## src/rtl/xlr8_anapin_arb.sv

```systemverilog
// xlr8_anapin_arb
//   Sequences the board pin resources shared by the ADC and the I2C master:
//   the A0-A5 digital-isolation switches, the A4/A5 I2C pullup enable and the
//   ADC reference select. The block arbitrates ADC vs I2C ownership of A4/A5.
//   It inserts a settle delay after isolating or dropping pullups, and a
//   recovery delay after pullups come back, before granting either side.
//
// Ports
//   clk, rst          core clock, async active-high reset
//   adc_req/chan/done ADC handshake; chan 0-5 = pins A0-A5, 6-7 = internal
//   adc_gnt           ADC may convert
//   i2c_req/done      I2C handshake
//   i2c_gnt           I2C may drive SDA/SCL
//   ana_up_cfg/ana_up requested / registered ADC reference select
//   dig_io_iso        per-pin isolate (1 = pad drives DIG_IO_OE low)
//   i2c_enable        A4/A5 pullup enable
//   busy              either FSM not idle
// All outputs are flops; nothing combinational reaches a pin.
`timescale 1ns/1ps
module xlr8_anapin_arb #(
  parameter int SETTLE_CYCLES  = 16,
  parameter int RECOVER_CYCLES = 32,
  parameter int CNT_W          = 8
) (
  input  logic       clk,
  input  logic       rst,
  input  logic       adc_req,
  input  logic [2:0] adc_chan,
  input  logic       adc_done,
  output logic       adc_gnt,
  input  logic       i2c_req,
  input  logic       i2c_done,
  output logic       i2c_gnt,
  input  logic       ana_up_cfg,
  output logic       ana_up,
  output logic [5:0] dig_io_iso,
  output logic       i2c_enable,
  output logic       busy
);

  typedef enum logic [1:0] {A_IDLE, A_WAIT, A_SETTLE, A_CONV} a_state_t;
  typedef enum logic [1:0] {I_IDLE, I_RECOVER, I_OWN}         i_state_t;

  localparam logic [CNT_W-1:0] SETTLE_LD  = CNT_W'(SETTLE_CYCLES);
  localparam logic [CNT_W-1:0] RECOVER_LD = CNT_W'(RECOVER_CYCLES);
  localparam logic             WIN_I2C    = 1'b0;
  localparam logic             WIN_ADC    = 1'b1;

  a_state_t         a_st, a_st_n;
  i_state_t         i_st, i_st_n;
  logic [CNT_W-1:0] a_cnt, a_cnt_n, i_cnt, i_cnt_n;
  logic [2:0]       chan_q, chan_q_n;
  logic             last_win, last_win_n;
  logic             pu_dirty, pu_dirty_n;
  logic             adc_gnt_n, i2c_gnt_n, ana_up_n, en_n, busy_n;
  logic [5:0]       iso_n;

  logic adc_claim, i2c_claim, contest, adc_win, i2c_win, adc_holds;

  // ADC wants A4/A5 and the I2C side is idle: either a fresh request on a
  // shared pin, or a parked request in A_WAIT (which only ever holds 4/5).
  assign adc_claim = (i_st == I_IDLE) &&
                     (((a_st == A_IDLE) && adc_req && (adc_chan[2:1] == 2'b10)) ||
                      (a_st == A_WAIT));

  // ADC owns A4/A5 from settle through conversion. The releasing cycle
  // (adc_done in A_CONV) already counts as free, so the I2C recovery window
  // starts on the same edge that re-enables the pullups.
  assign adc_holds = (chan_q[2:1] == 2'b10) &&
                     ((a_st == A_SETTLE) || ((a_st == A_CONV) && !adc_done));

  assign i2c_claim = (i_st == I_IDLE) && i2c_req && !adc_holds;
  assign contest   = adc_claim && i2c_claim;
  // Contested claims alternate, starting from the opposite of last_win.
  assign adc_win   = adc_claim && (!contest || (last_win == WIN_I2C));
  assign i2c_win   = i2c_claim && (!contest || (last_win == WIN_ADC));

  always_comb begin
    a_st_n     = a_st;
    i_st_n     = i_st;
    a_cnt_n    = a_cnt;
    i_cnt_n    = i_cnt;
    chan_q_n   = chan_q;
    last_win_n = last_win;
    pu_dirty_n = pu_dirty;
    adc_gnt_n  = adc_gnt;
    i2c_gnt_n  = i2c_gnt;
    iso_n      = dig_io_iso;
    en_n       = i2c_enable;
    ana_up_n   = (a_st == A_IDLE) ? ana_up_cfg : ana_up;

    if (contest) last_win_n = adc_win ? WIN_ADC : WIN_I2C;

    // ADC side
    case (a_st)
      A_IDLE: begin
        if (adc_req) begin
          chan_q_n = adc_chan;
          if (adc_chan[2:1] == 2'b11) begin
            a_st_n    = A_CONV;
            adc_gnt_n = 1'b1;
          end else if (adc_chan[2:1] != 2'b10) begin
            a_st_n  = A_SETTLE;
            a_cnt_n = SETTLE_LD;
            iso_n   = 6'b000001 << adc_chan;
          end else if (adc_win) begin
            a_st_n     = A_SETTLE;
            a_cnt_n    = SETTLE_LD;
            iso_n      = 6'b000001 << adc_chan;
            en_n       = 1'b0;
            pu_dirty_n = 1'b1;
          end else begin
            a_st_n = A_WAIT;
          end
        end
      end
      A_WAIT: begin
        if (adc_win) begin
          a_st_n     = A_SETTLE;
          a_cnt_n    = SETTLE_LD;
          iso_n      = 6'b000001 << chan_q;
          en_n       = 1'b0;
          pu_dirty_n = 1'b1;
        end
      end
      A_SETTLE: begin
        if (a_cnt == '0) begin
          a_st_n    = A_CONV;
          adc_gnt_n = 1'b1;
        end else begin
          a_cnt_n = a_cnt - 1'b1;
        end
      end
      A_CONV: begin
        if (adc_done) begin
          a_st_n    = A_IDLE;
          adc_gnt_n = 1'b0;
          iso_n     = '0;
          en_n      = 1'b1;
        end
      end
      default: a_st_n = A_IDLE;
    endcase

    // I2C side
    case (i_st)
      I_IDLE: begin
        if (i2c_win) begin
          if (pu_dirty) begin
            i_st_n  = I_RECOVER;
            i_cnt_n = RECOVER_LD;
          end else begin
            i_st_n    = I_OWN;
            i2c_gnt_n = 1'b1;
          end
        end
      end
      I_RECOVER: begin
        if (i_cnt == '0) begin
          i_st_n     = I_OWN;
          i2c_gnt_n  = 1'b1;
          pu_dirty_n = 1'b0;
        end else begin
          i_cnt_n = i_cnt - 1'b1;
        end
      end
      I_OWN: begin
        if (i2c_done) begin
          i_st_n    = I_IDLE;
          i2c_gnt_n = 1'b0;
        end
      end
      default: i_st_n = I_IDLE;
    endcase

    busy_n = (a_st_n != A_IDLE) || (i_st_n != I_IDLE);
  end

  always_ff @(posedge clk or posedge rst) begin
    if (rst) begin
      a_st       <= A_IDLE;
      i_st       <= I_IDLE;
      a_cnt      <= '0;
      i_cnt      <= '0;
      chan_q     <= '0;
      last_win   <= WIN_I2C;
      pu_dirty   <= 1'b0;
      adc_gnt    <= 1'b0;
      i2c_gnt    <= 1'b0;
      dig_io_iso <= '0;
      i2c_enable <= 1'b1;
      ana_up     <= 1'b0;
      busy       <= 1'b0;
    end else begin
      a_st       <= a_st_n;
      i_st       <= i_st_n;
      a_cnt      <= a_cnt_n;
      i_cnt      <= i_cnt_n;
      chan_q     <= chan_q_n;
      last_win   <= last_win_n;
      pu_dirty   <= pu_dirty_n;
      adc_gnt    <= adc_gnt_n;
      i2c_gnt    <= i2c_gnt_n;
      dig_io_iso <= iso_n;
      i2c_enable <= en_n;
      ana_up     <= ana_up_n;
      busy       <= busy_n;
    end
  end

endmodule

```

## config.mk

```make
export PLATFORM = sky130hd
export DESIGN_NAME = xlr8_anapin_arb
export DESIGN_NICKNAME = d
export VERILOG_FILES = /design/src/rtl/xlr8_anapin_arb.sv
export SDC_FILE = /design/constraint.sdc
export NUM_CORES = 1
export LEC_CHECK = 0
export CAP_MARGIN = 20
export CORE_MARGIN = 4
export CORE_UTILIZATION = 41
export CTS_BUF_LIST = sky130_fd_sc_hd__clkbuf_2 sky130_fd_sc_hd__clkbuf_4 sky130_fd_sc_hd__clkbuf_8
export CTS_CLUSTER_DIAMETER = 30
export DETAILED_ROUTE_END_ITERATION = 10
export GPL_ROUTABILITY_DRIVEN = 1
export PLACE_DENSITY = 0.68
export RECOVER_POWER = 50
export SLEW_MARGIN = 20
export SYNTH_ARGS = -nofsm -noshare
export SYNTH_HDL_FRONTEND = slang
export SYNTH_SLANG_ARGS = --single-unit
```

## constraint.sdc

```tcl
create_clock -name clk -period 4.6 [get_ports clk]
set_clock_uncertainty 0.2 [all_clocks]
set_input_delay 0.92 -clock clk [delete_from_list [all_inputs] [get_ports clk]]
set_output_delay 0.92 -clock clk [all_outputs]
set_load 0.02 [all_outputs]
```

== Yosys cells after proc, flatten, opt, wreduce, memory -nomap -nowiden ==
Index checks and enable logic that the tools add are counted.

* Output and inout port bits: 11
* Word-level logic and storage cells: 132
* Latch bits: 0
* Bits in read-only memories: 0
* Memories: 0
* Bits in registers: 36
* Input bits: 10
* Memory bits (writable): 0

* Muxes and demuxes: 54
* Multiply operators: 0
* Shifts and indexed selects: 2
* Div/mod/pow operators: 0
* Eq/ne operators: 24
* $add $sub $neg: 2
* Bitwise gates (word level): 1
* $lt $le $gt $ge: 0
* Reductions and logical operators: 36

{| class="wikitable"
|+ Operators by type and width
! operator !! number
|-
| two-way mux 8 bit || 8
|-
| two-way mux 6 bit || 6
|-
| != test 2 bit, second input constant || 13
|-
| one-hot mux 8 bit (3 select lines) || 1
|-
| two-way mux 2 bit || 11
|-
| two-way mux 1 bit || 20
|-
| one-hot mux 6 bit (3 select lines) || 1
|-
| logical NOT 8 bit || 2
|-
| one-hot mux 8 bit (2 select lines) || 1
|-
| subtractor 8 x 1 -> 8 bit, second input constant || 2
|-
| AND reduction 5 bit || 3
|-
| == test 2 bit, second input constant || 6
|-
| nonzero test 3 bit || 4
|-
| << shifter 1 x 3 -> 6 bit, first input constant || 2
|-
| logical AND 1 bit || 10
|-
| one-hot mux 1 bit (3 select lines) || 3
|-
| one-hot mux 2 bit (4 select lines) || 1
|-
| AND reduction 4 bit || 2
|-
| one-hot mux 2 bit (3 select lines) || 1
|-
| AND reduction 6 bit || 1
|-
| nonzero test 2 bit || 3
|-
| logical OR 1 bit || 5
|-
| == test 2 x 1 -> 1 bit, second input constant || 2
|-
| logical NOT 2 bit || 2
|-
| other kinds (6) || 9
|}

== Logic depth before layout (Yosys ltp) ==
Gate-level depths: netlist of the first run.

* Word-level depth: 17
* Gate-level depth with buffers: 8
* Depth with buffers taken out: 7

== Least setup slack after synthesis of the first run ==
OpenSTA, ideal clock, no wires.

* Path type: input-to-reg
* From: in adc_chan[1]
* To: reg busy
* Setup time: 0.139 ns
* Slack: 1.885 ns
* Arrival: 2.377 ns
* Buffers on the path: 1
* Stages on the path: 6
* Required time: 4.261 ns
* Cells stage by stage: buf_6 and4b_1 nor2_1 o2111a_2 or2_4 or4_1

* Elaborated cells on any way between the ends: 23
* Those cells by class: eq/ne (3); mux (8); reduce/logical (12)

{| class="wikitable"
|+ RTL lines
! element !! RTL line !! source
|-
| start: declaration || 28 || <nowiki>input logic [2:0] adc_chan,</nowiki>
|-
| == test 2 bit || 63 || <nowiki>(((a_st == A_IDLE) && adc_req && (adc_chan[2:1] == 2'b10)) ||</nowiki>
|-
| logical AND 1 bit || 63 ||
|-
| logical OR 1 bit || 63 ||
|-
| logical AND 1 bit || 62 || <nowiki>assign adc_claim = (i_st == I_IDLE) &&</nowiki>
|-
| logical AND 1 bit || 73 || <nowiki>assign contest = adc_claim && i2c_claim;</nowiki>
|-
| logical NOT 1 bit || 76 || <nowiki>assign i2c_win = i2c_claim && (!contest || (last_win == WIN_ADC));</nowiki>
|-
| logical OR 1 bit || 76 ||
|-
| logical AND 1 bit || 76 ||
|-
| two-way mux 2 bit || 148 || <nowiki>if (i2c_win) begin</nowiki>
|-
| one-hot mux 2 bit (3 select lines) || 146 || <nowiki>case (i_st)</nowiki>
|-
| named net i_st_n[0] || 50 || <nowiki>i_state_t i_st, i_st_n;</nowiki>
|-
| nonzero test 2 bit || 176 || <nowiki>busy_n = (a_st_n != A_IDLE) || (i_st_n != I_IDLE);</nowiki>
|-
| logical OR 1 bit || 176 ||
|-
| named net busy_n || 55 || <nowiki>logic adc_gnt_n, i2c_gnt_n, ana_up_n, en_n, busy_n;</nowiki>
|-
| end signal: assignment || 207 || <nowiki>busy <= busy_n;</nowiki>
|-
| end: declaration || 38 || <nowiki>output logic busy</nowiki>
|}

The timed path passes the listed nets, and every way through them passes these cells.
A chain may end at the register's enable or synchronous reset.

== Worst setup path after layout of the first run ==
* From: in adc_req
* To: reg busy

* Elaborated cells on any way between the ends: 21
* Those cells by class: mux (8); reduce/logical (13)

{| class="wikitable"
|+ RTL lines
! element !! RTL line !! source
|-
| start: declaration || 27 || <nowiki>input logic adc_req,</nowiki>
|-
| logical AND 1 bit (2 in series) || 63 ||
|-
| logical OR 1 bit || 63 ||
|-
| logical AND 1 bit || 62 ||
|-
| logical AND 1 bit || 73 ||
|-
| logical NOT 1 bit || 76 ||
|-
| logical OR 1 bit || 76 ||
|-
| logical AND 1 bit || 76 ||
|-
| two-way mux 2 bit || 148 ||
|-
| one-hot mux 2 bit (3 select lines) || 146 ||
|-
| named net i_st_n[0] || 50 ||
|-
| nonzero test 2 bit || 176 ||
|-
| logical OR 1 bit || 176 ||
|-
| named net busy_n || 55 ||
|}

The timed path passes the listed nets, and every way through them passes these cells.

==> results.cfg, run 1 <==
[clock_tree]
cts_buffers = 5
cts_resized = 0
postCtsHoldBufs = 0
cts_tree = yes
post_cts.repair.setup_buffers = 0
path_clk_slew_ps = 70
clock_latency_ps = 290
root_buffer = clkbuf_8
clockBufferDepth = 2
htreeDepth = 2
clock_sinks = 36

[setup_path]
critPathArrivalTime_ps = 3120
slowest_stage = dlygate4sd3_1
path_max_fanout = 9
end_kind = register
cp.required_ps = 4560
cp_cell_sequence = dlygate4sd3_1, and4b_1, nor2_1, o2111a_2, or2_4, or4_1
max_stage_delay_ps = 710
path_class = primary input to register
crit_path_start_kind = primary input

[global_routing]
antenna_found_initial = 0
use_met3_pct = 3.81
grt_max_degree = 37
grt_use_met2_pct = 22.1
track_usage_pct = 14.8
grt_pass1_vias = 1669
grt_overflow_total = 0
grt_pass1_wl_mm = 7.50
met1_usage_pct = 19.7
busiest_layer = met2

[status]
status = finished, violations left
violations = max-capacitance violations, max-slew violations

[power_and_ir_drop]
leakage_nw = 1.08
power.total_mw = 1.78
vdd_ir_drop_max_mv = 0.292
cellPowerDensity_mw_per_mm2 = 710

[placement]
routabilityCongestion = 0.901
port-buffer-count = 20
hpwl_mm = 3.12
place_area_sq_mm = 0.00241

[yosys]
syn_nets = 248
ys_top_cells_by_area = dfrtp_1 (41%), ha_1 (5.2%), mux2i_1 (4.2%)
synth_area_sq_mm = 0.00216
synth_compound_area_share_pct = 18.5
syn_inst = 229
synth_seq_cells = 36
muxShareOfSynthArea_pct = 7.29
yosys_warnings = 0
synth_xor_area_share_pct = 2.43
yosysSeqAreaShare_pct = 41.7
synth-simple-area-share_pct = 19.7
netlist-cell-type-count = 62
synth_top_area_cell = dfrtp_1
synth_top_family_by_area = simple AND/OR/NAND/NOR gates
synth_fa_ha_area_share_pct = 5.21
netlist.area_leader.share_pct = 40.5
synthArstFlopShare_pct = 100
synth_edf_count = 0
avgSynthCellArea_sq_um = 9.44
ys.flop_type = dfrtp_1

[timing]
slew_viol_final = 37
hold_viol = 0
fmax_mhz = 317
worst_slew_pin_slew_ps = 1920
fin_crit_ps = 3160
setup_viol = 0
grt_setup_unrepaired = false
slew_headroom_pct = -27.7
setup_tns_ps = 0
holdWs_ps = 294
fin_crit_sh_pct = 68.6

[layout]
antenna_cells = 0
final_common_cell = dfrtp_1
multi_input_area_sq_mm = 0.00115
final_util_pct = 49.2
fillers = 496
fin_area_sq_mm = 0.00251
area_growth_pct = 16.3
layout_common_cells = dfrtp_1 (35), nor2_1 (24), nand2_1 (19), clkdlybuf4s50_1 (17), inv_1 (16)
final_layout_size_suffix_gt1_share_pct = 8.80
finalNetCount = 268
register_area_sq_um = 902

[floorplan]
core_area_sq_mm = 0.00511
initial_core_util_pct = 42.3
die_area_sq_mm = 0.00650
placementRows = 26
die_w_um = 80.6
fp.dieH_um = 80.6
top_level_ports = 21

[drt]
antenna_left = 0
drc = 0
drtPass1Iterations = 4
via_per_inst = 5.50
vias = 1761
first_iter_violations = 109
wl_mm = 4.36
wl_per_cell_um = 13.6

[run]
drv_cap = 1

[worst_hold_path]
hold_path.class = register to register
-- metrics by stage --
stage | cells | setup slack, ps
finish | 320 | 1440
global route | 320 | 1110
CTS | 320 | 1540
detailed placement | 312 | 1230
global placement | 312 | 1260
floorplan | 229 | 1880
-- sequential cells by signal, indices dropped and copies added, names as in the netlist --
name        cells
chan_q          3
i_cnt           8
i_st            2
dig_io_iso      6
i2c_enable      1
i2c_gnt         1
adc_gnt         1
last_win        1
ana_up          1
busy            1
a_cnt           8
pu_dirty        1
a_st            2
-- cell usage after synthesis (2+ instances only) --
cell type / number
dfrtp_1: 35
nor2_1: 24
nand2_1: 19
inv_1: 16
ha_1: 9
mux2i_1: 9
a21oi_1: 8
a31oi_1: 7
nand3_1: 7
o21ai_0: 7
mux2_2: 6
nor2b_1: 6
nand2b_1: 4
nand3b_1: 4
xor2_1: 4
nor3_1: 3
o22ai_1: 3
a21boi_0: 2
and2_1: 2
and2b_1: 2
and3_1: 2
buf_2: 2
buf_6: 2
clkbuf_1: 2
nor4_1: 2
o211ai_1: 2
o311ai_0: 2
or3_1: 2
or4_1: 2
xnor2_1: 2
-- routing by layer --
| layer | up-vias | part of all wire, % | routed length (um) |
|---|---|---|---|
| met3 | 16 | 4.9 | 212 |
| met5 | - | 0 | 0 |
| met1 | 825 | 47 | 2050 |
| met2 | 53 | 45 | 1970 |
| li1 | 867 | - | - |
| met4 | 0 | 2.8 | 123 |
-- kinds of logic after synthesis --
group,count (synthesis)
AND/OR/NAND/NOR,84
AO/OA/AOI/OAI,55
flip-flops,36
buffers and inverters,24
multiplexers,15
adder cells (fa/ha/maj),9
XOR/XNOR,6
-- cell type report --
cell class	instances	share of cell area (%)
sequential	36	35.9
clock buffer	6	3.03
inverter	16	2.39
multi-input combinational	169	45.7
tap	70	3.48
clock inverter	2	1.39
timing repair buffer	21	8.11
-- worst paths after layout --
kind | startpoint | end | slack, ps | depth (start not counted)
max reg2reg | a_st[1]$_DFF_PP0_ | busy$_DFF_PP0_ | 1770 | 6
min | i2c_gnt$_DFFE_PP0P_ | i2c_gnt$_DFFE_PP0P_ | 290 | 2
max | adc_req | busy$_DFF_PP0_ | 1440 | 6
max in group asynchronous | rst | last_win$_DFFE_PP0N_ | 1550 | 3
min in group asynchronous | rst | ana_up$_DFFE_PP0N_ | 1550 | 3
min reg2reg | i2c_gnt$_DFFE_PP0P_ | i2c_gnt$_DFFE_PP0P_ | 290 | 2
-- worst max-delay path: cells and delay by family --
family / cells / cell delay [ps]
simple gates: 4 / 1130
buf+inv: 1 / 710
compound gates: 1 / 360
-- where the power goes --
group	switching (mW)	leakage (nW)	total, mW	internal, mW
logic	0.514	0.574	0.927	0.413
clock network	0.112	0.0586	0.279	0.167
registers	0.123	0.446	0.579	0.456
total	0.749	1.08	1.78	1.04
Power figures use the tool's default switching activity.
==> run 2, diff against run 1 <==
clock period = 3.1 ns   (was 4.6 ns; I/O delays follow)
==> run 2 against run 1 <==
Against the previous run:
- the run now ends clean
- non-clock buffer count up 10
- utilization up 1.5 points
- die area unchanged
- worst hold slack worse by 4.1 ps
- clock-buffer cell count down 1
- largest power group unchanged
==> results.cfg, run 2 (same netlist as run 1, synthesis figures left out) <==
[drt]
drtPass1Iterations = 4
vias = 1749
first_iter_violations = 92
via_per_inst = 5.30
drc = 0
antenna_left = 0
wl_mm = 4.41
wl_per_cell_um = 13.4

[power_and_ir_drop]
p_int_mw = 1.58
p_clk_share_pct = 15.5
p_sw_share_pct = 41.5
cellPowerDensity_mw_per_mm2 = 1040
power.total_mw = 2.71
netSwitchingPower_mw = 1.12
vdd_ir_drop_max_mv = 0.627
leakage_nw = 1.12
combPwrFrac_pct = 52.7
p_seq_share_pct = 31.8

[placement]
placedCellCount = 322
hpwl_mm = 3.26
routabilityCongestion = 0.886
port-buffer-count = 20
pre_cts_ws_ps = 194

[global_routing]
grt_pass1_wl_mm = 7.62
grt_overflow_total = 0
grt_pass1_vias = 1741
grt_max_degree = 37
antenna_found_initial = 0
track_usage_pct = 15.1

[run]
drv_cap = 0

[timing]
fin_crit_sh_pct = 89.8
slew_viol_final = 0
grt_setup_unrepaired = false
setup_tns_ps = 0
hold_viol = 0
slew_headroom_pct = 60.0
setup_ws_ps = 316
worst_slew_pin_slew_ps = 593
fmax_mhz = 359
fin_crit_ps = 2780
setup_viol = 0

[setup_path]
path_class = primary input to register
path_max_fanout = 6
crit_path_start_kind = primary input
end_kind = register
crit_start = adc_done
critPathArrivalTime_ps = 2730
timing.rr.start = a_st[0]$_DFF_PP0_
cp.required_ps = 3050

[clock_tree]
htreeDepth = 2
cts_tree = yes
cts_resized = 0
clock_latency_ps = 290
path_clk_slew_ps = 80
clockBufferDepth = 2
post_cts.repair.setup_buffers = 0
postCtsHoldBufs = 0
cts_buffers = 5
clock_sinks = 36
root_buffer = clkbuf_8

[floorplan]
die_area_sq_mm = 0.00650
die_w_um = 80.6
initial_core_util_pct = 42.3
placementRows = 26
core_area_sq_mm = 0.00511
fp.dieH_um = 80.6
top_level_ports = 21

[layout]
reg_top3 = a_cnt: 8 flops, i_cnt: 8 flops, dig_io_iso: 6 flops
area_growth_pct = 19.9
fillers = 492
fin_cells = 330
finalNetCount = 278
layout_common_cells = dfrtp_1 (35), nor2_1 (24), nand2_1 (19), clkdlybuf4s50_1 (19), inv_1 (16)
final_common_cell = dfrtp_1
final_layout_size_suffix_gt1_share_pct = 12.3
antenna_cells = 0

[status]
status = completed

[worst_hold_path]
hold_path.class = register to register
min_from = a_cnt[7]$_DFFE_PP0P_
run 2: cell count changes in the layout (fill, tap and decap cells not counted), sizes merged:
cell and delta:
clkinv -1, clkinvlp +1, clkbuf -1, clkdlybuf4s50 +2, inv +1, dlygate4sd3 -2
buf +10
run 2: final cells by class:
type / instances / area, sq um / share of cell area [%]
multi-input cells: 169 / 1150 / 44.3
flip-flops and latches: 36 / 902 / 34.8
repair buffers: 31 / 279 / 10.8
well taps: 70 / 87.6 / 3.38
clock buffers: 5 / 68.8 / 2.65
inverters: 16 / 60.1 / 2.32
clock inverters: 3 / 46.3 / 1.79
run 2: worst max-delay path, cell delays in order:
cell and delay, ps:
clkdlybuf4s50_1 500, and2b_1 240, o21ai_0 490, a31oi_1 170
o22a_1 200, or4_1 510
run 2: metal layers:
metal	GRT usage [%]	part of all wire (%)
met1	19.1	48
met2	23.8	47
met3	5.27	3.9
met4	4.90	1.2
met5	0	0
run 2: stage by stage:
stage | utilization, % | instance area [sq um] | hold slack, ps
final | 50.8 | 2590 | 290
after floorplan | - | 2160 | 250
after global routing | 50.8 | 2590 | 321
after detailed placement | 48.6 | 2480 | 280
after CTS | 50.8 | 2600 | 294
after global placement | 48.6 | 2480 | 275
run 2: path summary, 6_finish.rpt:
check | end | slack [ps] | cells after the start
setup / recovery | busy$_DFF_PP0_ | 320 | 6
hold / removal | a_cnt[7]$_DFFE_PP0P_ | 290 | 1
setup reg to reg | busy$_DFF_PP0_ | 360 | 6
hold reg to reg | a_cnt[7]$_DFFE_PP0P_ | 290 | 1
max in group asynchronous | i2c_enable$_DFFE_PP1P_ | 1680 | 3
min in group asynchronous | i_cnt[7]$_DFFE_PP0P_ | 670 | 3
run 2: power by group through the flow:
stage               Sequential (mW)  Combinational (mW)  Clock (mW)
floorplan                     0.886                1.00           0
global placement              0.862                1.42           0
detailed placement            0.866                1.44           0
CTS                           0.861                1.44       0.434
global route                  0.897                1.60       0.462
finish                        0.860                1.43       0.420
==> run 3, diff against run 2 <==
ABC_CLOCK_PERIOD_IN_PS = 3100   (was not set)
CORE_ASPECT_RATIO = 0.6   (was not set)
CTS_CLUSTER_SIZE = 28   (was not set)
==> run 3 against run 2 <==
Against the previous run:
- clock-buffer cell count increased by 1
- first-iteration DRC count increased by 100%
- largest power group unchanged
- worst hold slack about the same
- critical endpoint unchanged
==> results.cfg, run 3 (same netlist as run 1, synthesis figures left out) <==
[placement]
port-buffer-count = 20
hpwl_mm = 3.50
pre_cts_ws_ps = 142
routabilityCongestion = 0.895
placedCellCount = 319

[timing]
hold_viol = 0
fmax_mhz = 375
grt_setup_unrepaired = false
slew_viol_final = 0
setup_ws_ps = 434
fin_crit_ps = 2670
slew_headroom_pct = 40.3
setup_tns_ps = 0
setup_viol = 0
fin_crit_sh_pct = 86.0
worst_slew_pin_slew_ps = 895

[power_and_ir_drop]
vdd_ir_drop_max_mv = 0.459
cellPowerDensity_mw_per_mm2 = 1040
leakage_nw = 1.13

[floorplan]
die_w_um = 102
fp.dieH_um = 64.3
core_area_sq_mm = 0.00508
placementRows = 20
top_level_ports = 21
die_area_sq_mm = 0.00654
initial_core_util_pct = 42.6

[drt]
wl_mm = 4.76
drtPass1Iterations = 4
first_iter_violations = 188
wl_per_cell_um = 14.5
drc = 0
via_per_inst = 5.39
vias = 1762
antenna_left = 0

[layout]
final_common_cell = dfrtp_1
layout_common_cells = dfrtp_1 (35), nor2_1 (24), nand2_1 (19), clkdlybuf4s50_1 (18), inv_1 (16)
final_util_pct = 50.6
finalNetCount = 279
antenna_cells = 0
reg_top3 = a_cnt: 8 flops, i_cnt: 8 flops, dig_io_iso: 6 flops
fin_cells = 327
final_layout_size_suffix_gt1_share_pct = 12.6
area_growth_pct = 18.9

[clock_tree]
cts_buffers = 5
post_cts.repair.setup_buffers = 0
clockBufferDepth = 2
cts_tree = yes
path_clk_slew_ps = 70
postCtsHoldBufs = 0
cts_resized = 0
clock_latency_ps = 290
clock_sinks = 36
root_buffer = clkbuf_8
htreeDepth = 2

[global_routing]
grt_pass1_vias = 1589
grt_pass1_wl_mm = 8.11
grt_overflow_total = 0
grt_max_degree = 37
track_usage_pct = 15.8
antenna_found_initial = 0

[setup_path]
cp_cell_sequence = clkdlybuf4s50_1, and2b_1, o21ai_1, a31oi_1, o22a_1, or4_1
critPathArrivalTime_ps = 2640
cp.required_ps = 3070
max_stage_delay_ps = 520
path_class = primary input to register
slowest_stage = clkdlybuf4s50_1
end_kind = register
path_max_fanout = 6
crit_path_start_kind = primary input

[run]
drv_cap = 0

[worst_hold_path]
hold_path.class = register to register

[status]
status = completed
==> run 3: changes by cell type in the layout (fill, tap and decap cells not counted), sizes merged <==
| cell | change |
|---|---|
| clkinv | +2 |
| clkdlybuf4s50 | -1 |
| dlygate4sd3 | +1 |
| clkbuf | +2 |
| clkinvlp | -1 |
| bufinv | -1 |
| inv | -1 |
==> run 3: cell type report <==
cell class | instances | area (sq um)
multi-input cells | 169 | 1150
flip-flops and latches | 36 | 902
clock buffers | 6 | 82.6
well taps | 66 | 82.6
inverters | 16 | 60.1
fillers | 477 | 2510
repair buffers | 32 | 284
clock inverters | 2 | 10.0
==> run 3: routing by layer <==
layer	share of wire, %	up-vias	track usage, %
li1	-	887	-
met1	57	838	25.9
met2	39	37	19.5
met3	4.6	0	4.80
met4	0	0	3.48
met5	0	-	0
==> run 3: final timing paths <==
check / slack, ps / cells after the start / startpoint / end
worst min register to register: 290 / 1 / a_cnt[7]$_DFFE_PP0P_ / a_cnt[7]$_DFFE_PP0P_
worst min-delay path: 290 / 1 / a_cnt[7]$_DFFE_PP0P_ / a_cnt[7]$_DFFE_PP0P_
min in group asynchronous: 830 / 3 / rst / dig_io_iso[4]$_DFFE_PP0P_
worst max register to register: 500 / 6 / a_st[0]$_DFF_PP0_ / busy$_DFF_PP0_
max in group asynchronous: 1310 / 3 / rst / a_cnt[3]$_DFFE_PP0P_
worst max-delay path: 430 / 6 / adc_done / busy$_DFF_PP0_
==> run 3: where the power goes <==
part / leakage, nW / switching (mW) / internal (mW) / total, mW
sequential: 0.446 / 0.189 / 0.677 / 0.865
combinational: 0.631 / 0.787 / 0.672 / 1.46
clock: 0.0510 / 0.174 / 0.177 / 0.351
total: 1.13 / 1.15 / 1.53 / 2.67
==> run 3: per-stage QoR <==
stage / power [mW] / hold WS [ps] / area (sq um)
after floorplan: 1.89 / 250 / 2160
after global placement: 2.31 / 276 / 2480
after detailed placement: 2.33 / 276 / 2480
after CTS: 2.70 / 289 / 2580
after global routing: 2.90 / 309 / 2570
final: 2.67 / 290 / 2570
==> run 3: worst max-delay path, delay by kind of cell <==
| family | cells | cell delay (ps) |
|---|---|---|
| compound gates | 3 | 750 |
| buf+inv | 1 | 520 |
| simple gates | 2 | 740 |
